File: src/rtl/r_enc_gen.sv
// ---------------------------------------------------------------------------
// r_enc_gen : quadrature rotary-encoder generator (transmit side of A/B link)
//
// Accepts one detent step per valid/ready handshake and plays out one full
// quadrature cycle on r_A/r_B, so that a decoder watching the lines reports
// exactly one event in the commanded direction. A detent position counter
// tracks the net number of steps issued.
//
// Parameters
//   PHASE_CYCLES : clocks each quadrature phase is held (>=1, >=3 with bounce)
//   POS_W        : width of the detent position counter
//
// Ports
//   clk        in   system clock, everything on posedge
//   rst        in   synchronous active-high reset
//   step_valid in   step request
//   step_left  in   direction of the request (1 = left, 0 = right)
//   step_ready out  generator can accept a step
//   r_A        out  quadrature channel A
//   r_B        out  quadrature channel B
//   busy       out  a step is in progress
//   done       out  one-cycle pulse when a step completes
//   pos        out  detent position counter (wraps modulo 2^POS_W)
//
// Optional feature
//   RENC_GEN_BOUNCE_EN : when defined, the line that changes at the start of
//   each phase shows new/old/new... values to emulate contact bounce.
// ---------------------------------------------------------------------------
module r_enc_gen #(
    parameter int PHASE_CYCLES = 4,
    parameter int POS_W        = 8
) (
    input  logic             clk,
    input  logic             rst,
    input  logic             step_valid,
    input  logic             step_left,
    output logic             step_ready,
    output logic             r_A,
    output logic             r_B,
    output logic             busy,
    output logic             done,
    output logic [POS_W-1:0] pos
);

    typedef enum logic [2:0] {
        IDLE,
        PH1,
        PH2,
        PH3,
        PH4
    } StateE;

    localparam int            TW         = (PHASE_CYCLES > 1) ? $clog2(PHASE_CYCLES) : 1;
    localparam logic [TW-1:0] TIMER_LAST = TW'(PHASE_CYCLES - 1);

    // A bad phase length cannot be fixed at run time, so refuse to elaborate.
    generate
`ifdef RENC_GEN_BOUNCE_EN
        if (PHASE_CYCLES < 3) begin : g_badPhaseCycles
            $error("r_enc_gen: PHASE_CYCLES must be >= 3 when contact bounce is enabled");
        end
`else
        if (PHASE_CYCLES < 1) begin : g_badPhaseCycles
            $error("r_enc_gen: PHASE_CYCLES must be >= 1");
        end
`endif
    endgenerate

    StateE            r_state;
    logic [TW-1:0]    r_timer;
    logic             r_dir;
    logic             r_ready;
    logic             r_busy;
    logic             r_done;
    logic [POS_W-1:0] r_pos;

    StateE            w_nextState;
    logic [TW-1:0]    w_nextTimer;
    logic             w_nextDir;
    logic             w_nextDone;
    logic [POS_W-1:0] w_nextPos;
    logic [1:0]       w_nextLines;
    logic             w_handshake;
    logic             w_phaseEnd;

    // {B,A} pattern for a phase. The left sequence is the right sequence with
    // the two channels swapped, which is what makes B lead A for left steps.
    function automatic logic [1:0] phaseLines(input StateE s, input logic dir);
        logic [1:0] rightLines;
        case (s)
            PH1:     rightLines = 2'b01;
            PH2:     rightLines = 2'b11;
            PH3:     rightLines = 2'b10;
            default: rightLines = 2'b00;
        endcase
        return dir ? {rightLines[0], rightLines[1]} : rightLines;
    endfunction

`ifdef RENC_GEN_BOUNCE_EN
    // The phase preceding s; its pattern differs from s in exactly one line,
    // so showing it for one cycle makes just the changing line bounce.
    function automatic StateE prevPhase(input StateE s);
        case (s)
            PH2:     return PH1;
            PH3:     return PH2;
            PH4:     return PH3;
            default: return IDLE;
        endcase
    endfunction
`endif

    assign w_handshake = step_valid & r_ready;
    assign w_phaseEnd  = (r_timer == TIMER_LAST);

    // Next-state logic. Every output is registered from the next state, so
    // the first line change lands on the same edge as the handshake.
    always_comb begin
        w_nextState = r_state;
        w_nextTimer = r_timer;
        w_nextDir   = r_dir;
        w_nextDone  = 1'b0;
        w_nextPos   = r_pos;
        w_nextLines = 2'b00;

        case (r_state)
            IDLE: begin
                w_nextTimer = '0;
                if (w_handshake) begin
                    w_nextState = PH1;
                    w_nextDir   = step_left;
                end
            end
            PH1, PH2, PH3: begin
                if (w_phaseEnd) begin
                    w_nextTimer = '0;
                    case (r_state)
                        PH1:     w_nextState = PH2;
                        PH2:     w_nextState = PH3;
                        default: w_nextState = PH4;
                    endcase
                end else begin
                    w_nextTimer = r_timer + TW'(1);
                end
            end
            PH4: begin
                if (w_phaseEnd) begin
                    w_nextTimer = '0;
                    w_nextState = IDLE;
                    w_nextDone  = 1'b1;
                    w_nextPos   = r_dir ? (r_pos - POS_W'(1)) : (r_pos + POS_W'(1));
                end else begin
                    w_nextTimer = r_timer + TW'(1);
                end
            end
            default: begin
                w_nextState = IDLE;
                w_nextTimer = '0;
            end
        endcase

        w_nextLines = phaseLines(w_nextState, w_nextDir);
`ifdef RENC_GEN_BOUNCE_EN
        if ((w_nextState != IDLE) && (w_nextTimer == TW'(1))) begin
            w_nextLines = phaseLines(prevPhase(w_nextState), w_nextDir);
        end
`endif
    end

    // State and output registers; reset abandons any step in flight.
    always_ff @(posedge clk) begin
        if (rst) begin
            r_state <= IDLE;
            r_timer <= '0;
            r_dir   <= 1'b0;
            r_ready <= 1'b0;
            r_busy  <= 1'b0;
            r_done  <= 1'b0;
            r_pos   <= '0;
            r_A     <= 1'b0;
            r_B     <= 1'b0;
        end else begin
            r_state <= w_nextState;
            r_timer <= w_nextTimer;
            r_dir   <= w_nextDir;
            r_ready <= (w_nextState == IDLE);
            r_busy  <= (w_nextState != IDLE);
            r_done  <= w_nextDone;
            r_pos   <= w_nextPos;
            r_A     <= w_nextLines[0];
            r_B     <= w_nextLines[1];
        end
    end

    assign step_ready = r_ready;
    assign busy       = r_busy;
    assign done       = r_done;
    assign pos        = r_pos;

endmodule

File: config.mk
export PLATFORM = sky130hd
export DESIGN_NAME = r_enc_gen
export DESIGN_NICKNAME = d
export VERILOG_FILES = /design/src/rtl/r_enc_gen.sv
export SDC_FILE = /design/constraint.sdc
export NUM_CORES = 1
export LEC_CHECK = 0
export ABC_AREA = 0
export CORE_UTILIZATION = 55
export CTS_CLUSTER_DIAMETER = 50
export CTS_CLUSTER_SIZE = 28
export DETAILED_ROUTE_END_ITERATION = 8
export GPL_TIMING_DRIVEN = 0
export PLACE_DENSITY = 0.86
export SLEW_MARGIN = 20
export SYNTH_ARGS = -nofsm -noshare
export SYNTH_HDL_FRONTEND = slang
export SYNTH_SLANG_ARGS = --single-unit
File: constraint.sdc
create_clock -name clk -period 3.15 [get_ports clk]
set_input_delay 0.63 -clock clk [delete_from_list [all_inputs] [get_ports clk]]
set_output_delay 0.63 -clock clk [all_outputs]
set_load 0.02 [all_outputs]
# After elaboration in Yosys (flattened, before gate mapping)
# Cells that the tools add are included.
totals:
  regBits: 19
  in_bits: 4
  out_inout_bits: 13
  elab_cells: 42
op_classes:
  addsub: 3
  n_eq_ne: 8
  mux: 11
  n_bitwise: 3
  reduce_logical: 8
op_table:
  columns: ["cell", "count"]
  rows:
  - ["3-bit by 2-bit equality test with 1-bit output, second input constant", 4]
  - ["3-bit 2-to-1 mux", 3]
  - ["3-bit one-hot mux with 3 select lines", 1]
  - ["8-bit by 1-bit adder with 8-bit output, second input constant", 1]
  - ["8-bit 2-to-1 mux", 1]
  - ["8-bit by 1-bit subtractor with 8-bit output, second input constant", 1]
  - ["3-bit by 1-bit equality test with 1-bit output, second input constant", 2]
  - ["3-bit logical NOT", 2]
  - ["2-bit one-hot mux with 3 select lines", 1]
  - ["3-bit one-hot mux with 2 select lines", 1]
  - ["3-bit OR reduction", 2]
  - ["4-bit OR reduction", 1]
  - ["3-bit equality test, second input constant", 1]
  - ["1-bit 2-to-1 mux", 3]
  - ["3-bit nonzero test", 1]
  - ["2-bit by 1-bit adder with 2-bit output, second input constant", 1]
  - ["2-bit equality test, second input constant", 1]
  - ["2-bit 2-to-1 mux", 1]
  - ["1-bit NOT", 2]
  - ["2-bit AND reduction", 1]
  - ["2-bit OR reduction", 1]
  - ["1-bit AND", 1]

# Depth between registers and ports, before layout
logic_depth:
  ltp_word: 7
  ltp_mapped: 7
  ltp_nobuf: 7

# Worst setup path before layout
# No wires, ideal clock.
synth_timing:
  path_type: "register to register"
  startpoint: "register r_pos[4] (netlist: pos[4])"
  endpoint: "register r_pos[7] (netlist: pos[7])"
  setup_time_ns: 0.123
  arrival_time_ns: 1.914
  t_required_ns: 3.027
  path_slack_ns: 1.113
  stages_incl_launch_ff: 7
  n_path_buf: 0
  period_less_slack_ns: 2.037
  path_cell_list: "dfxtp_1 -> ha_1 -> a21o_1 -> a31o_1 -> or3_1 -> a21oi_1 -> mux2_1"
synth_between:
  elab_chain_cells: 2
  word_cells_on_any_way: 3
  classes_between: "add/sub: 2; mux: 1"
synth_rtl:
  columns: ["item", "line", "rtl"]
  rows:
  - ["from (decl)", "75", "logic [POS_W-1:0] r_pos;"]
  - ["from (signal assigned)", "188", "r_pos <= w_nextPos;"]
  - ["8-bit by 1-bit adder with 8-bit output / 8-bit by 1-bit subtractor with 8-bit output (equally long branches)", "150", "w_nextPos = r_dir ? (r_pos - POS_W'(1)) : (r_pos + POS_W'(1));"]
  - ["8-bit 2-to-1 mux *", "150", null]
# Every way passes the cells marked *; elsewhere a longest branch is shown, timed or not.
# A chain may end at the register's enable or synchronous reset.

# Worst setup path in the final report
layout_timing:
  startpoint: "register r_dir"
  endpoint: "register r_pos[7] (netlist: pos[7])"
layout_between:
  elab_chain_cells: 1
layout_rtl:
  columns: ["item", "line", "rtl"]
  rows:
  - ["from (decl)", "71", "logic r_dir;"]
  - ["from (signal assigned)", "184", "r_dir <= w_nextDir;"]
  - ["8-bit 2-to-1 mux", "150", null]
# Every way passes these cells.

==> summary.md <==
| Metric | Value |
|---|---|
| Outcome | `finished, final reports clean` |
| Setup CP Type | `flip-flop to flip-flop` |
| Hold Path Depth | `1` |
| Global-route wire length before repair | `2.953 mm` |
| Predominant post-synthesis flop cell | `dfxtp_1` |
| Most numerous cell in the Yosys netlist | `dfxtp_1` |
| CP Capture Type | `flip-flop` |
| PortBufs | `16` |
| Overall routing resource usage | `approximately a fifth` |
| CP required | `around 3.3 ns` |
| Area growth syn-to-layout | `21.67%` |
| Design area | `0.001222 mm^2` |
| R2R Setup Slk | `roughly 0.93 ns` |
| Worst-path maximum fanout | `8` |
| Slowest stage delay, CP | `0.51 ns` |
| Clock transition at the registers of the reported paths | `0.11 ns` |
| Syn. warnings | `0` |
| Vias/cell | `5.308` |
| Slew Limit Fails | `0` |
| DRT Wirelength | `between 1.5 and 2 mm` |
| CTS tree | `done` |
| CP arrival | `2.42 ns` |
| IO Count | `17` |
| Worst skew pair latency | `0.29 ns` |
| Share of post-route cells with drive strength above 1 | `6.716%` |
| Clk sinks | `19` |
| HPWL Detailed | `1.430 mm` |
| CP max-delay cell | `dfxtp_1` |
| Critical path startpoint category | `flip-flop` |
| Initial antenna violation count | `0` |
| Sequential area share after synthesis | `a little under two fifths` |
| Final period util | `70.62%` |
| Cell variety after synth | `38` |
| Post-cts sizing count | `0` |
| DRT Pass-1 Iters | `4` |
| Area after DPL | `approximately 0.0012 mm^2` |
| Worst path bufs/invs | `0` |
| # setup viols final | `0` |
| Die height | `44.74 um` |
| Largest net degree at the start of global routing | `11` |
| Core Rows | `15` |
| Worst path top cell family by delay | `compound AO/OA/AOI/OAI gates` |
| Starting DRT DRC Count | `6` |
| Cells on worst reg2reg path | `6` |
| GPL Wtd Cong | `a little over 0.8` |
| Synth area leaders | `dfxtp_1 (38%), ha_1 (8.7%), nor2_1 (5.2%)` |
| Root Driver | `clkbuf_4` |
| Peak Freq | `between 400 and 500 MHz` |
| RSZ-0062 raised after global routing | `no` |
| H-tree Lvls | `1` |
| Starting density of the core | `58.19%` |
| Residual DRC | `0` |
| Num CTS Buffers | `3` |
| Core area | `0.001727 mm^2` |
| Wire per inst | `12.14 um` |
| Via count of the first global-routing pass | `692` |
| Nets | `147` |
| Leading area contributor after synthesis | `dfxtp_1` |
| Post-CTS setup buffer count | `0` |
| Vias | `approximately 840` |
| Die extent in x | `44.74 um` |
| Number of cells on the critical path | `6` |
| CTS Buffer Depth | `2` |
| Measured slew at the worst slew-check pin | `0.4539 ns` |
| CTS Hold Bufs | `0` |
| Cells after Synth | `114` |
| Mapped Avg Cell Area | `8.813 um^2` |
| Final Critical Period | `2.225 ns` |
| Asr flop ratio synth | `0%` |
| VDD IR-drop max | `0.3068 mV` |
| Worst min path class | `flip-flop to flip-flop` |
| Setup TNS | `0 ns` |
| Crit-path cells | `ha_1 -> a21o_1 -> a31o_1 -> or3_1 -> a21oi_1 -> mux2_1` |
| Post-synth EDFFs | `0` |
| Clk_skew | `between 0.005 and 0.006 ns` |
| Max cap viols | `0` |
| Pwr Density | `344.9 mW/mm^2` |
| Synth Cell Area | `0.001005 mm^2` |
| Top cells by count, synth | `dfxtp_1 (19), nor2_1 (14), a21oi_1 (8)` |
| Relative slew slack | `between 60% and 70%` |
| Post-DRT Antenna Nets | `0` |
| Lkg Pwr | `0.5145 nW` |
| Yosys top cell area share | `37.86%` |
| Final hold violations | `0` |
| N_diodes | `0` |
| FF+latch count, synth | `19` |
| Die area | `around 0.002 mm^2` |
| Synth Net Count | `126` |
| Grt total ovfl | `0` |
| Worst hold margin | `0.4316 ns` |
[registers in the layout (all words and copies together) (netlist names)]
signal,count
r_A,1
r_B,1
busy,1
step_ready,1
r_timer,2
r_state,3
pos,8
r_dir,1
done,1
[worst register-to-register path, stage by stage, from the launching register on]
cell	delay, ns
dfxtp_1	0.51
ha_1	0.35
a21o_1	0.21
a31o_1	0.23
or3_1	0.31
a21oi_1	0.19
mux2_1	0.33
[stage by stage]
| stage | std cells | setup WS [ns] | util, % | power (mW) |
|---|---|---|---|---|
| global placement | 155 | 0.9717 | 69.28 | 0.3025 |
| detailed placement | 155 | 0.9088 | 69.28 | 0.3045 |
| global route | 159 | 0.7949 | 70.80 | 0.4377 |
| finish | 159 | 0.9254 | 70.80 | 0.4217 |
| CTS | 159 | 0.9337 | 70.80 | 0.4236 |
| floorplan | 114 | 1.113 | - | 0.2871 |
[placed cells by master (no fill, tap or decap), drive strengths merged, types with 4 or more instances in the layout]
cell / Yosys / final
clkdlybuf4s50: 0 / 16
nor2: 15 / 15
dfxtp: 19 / 19
nand2: 6 / 6
inv: 4 / 4
nor3: 5 / 5
a21oi: 8 / 8
o21ai: 5 / 5
clkbuf: 4 / 8
ha: 7 / 7
[power by group]
group	switching (mW)	internal, mW	leakage (nW)
clock	0.0733	0.0493	0.0150
combinational	0.0257	0.0223	0.345
sequential	0.00496	0.246	0.154
[worst paths after layout]
| check | startpoint | end |
|---|---|---|
| worst min register to register | r_timer[0] | r_timer[0] |
| worst max register to register | r_dir | pos[7] |
| worst max-delay path | r_dir | pos[7] |
| worst min-delay path | r_timer[0] | r_timer[0] |
[cells by family (layout without fill, tap and decap cells)]
kind of cell	Yosys count	after routing	share of synthesized area [%]
AND/OR/NAND/NOR	43	43	22.79
XOR/XNOR	5	5	4.359
adder cells (fa/ha/maj)	8	8	10.71
flip-flops	19	19	37.86
multiplexers	4	4	4.110
AO/OA/AOI/OAI	25	25	15.69
buffers and inverters	10	30	4.482
[final cells by class]
cell class / instances / area, um^2
multi-input cells: 85 / 579.3
fillers: 151 / 504.2
flip-flops and latches: 19 / 380.4
repair buffers: 16 / 160.2
well taps: 25 / 31.28
plain buffers: 6 / 30.03
clock buffers: 4 / 26.28
inverters: 4 / 15.01
[layer usage]
layer  part of all wire, %  vias to the layer above  global-route usage, %  wire [um]
met5                     0                        -                      0          0
li1                      -                      439                      -          -
met1                    50                      388                  28.82        959
met3                   3.2                        2                  4.800         61
met4                   1.1                        0                  7.273         21
met2                    46                       15                  30.59        889
(Power assumes the default switching activity.)
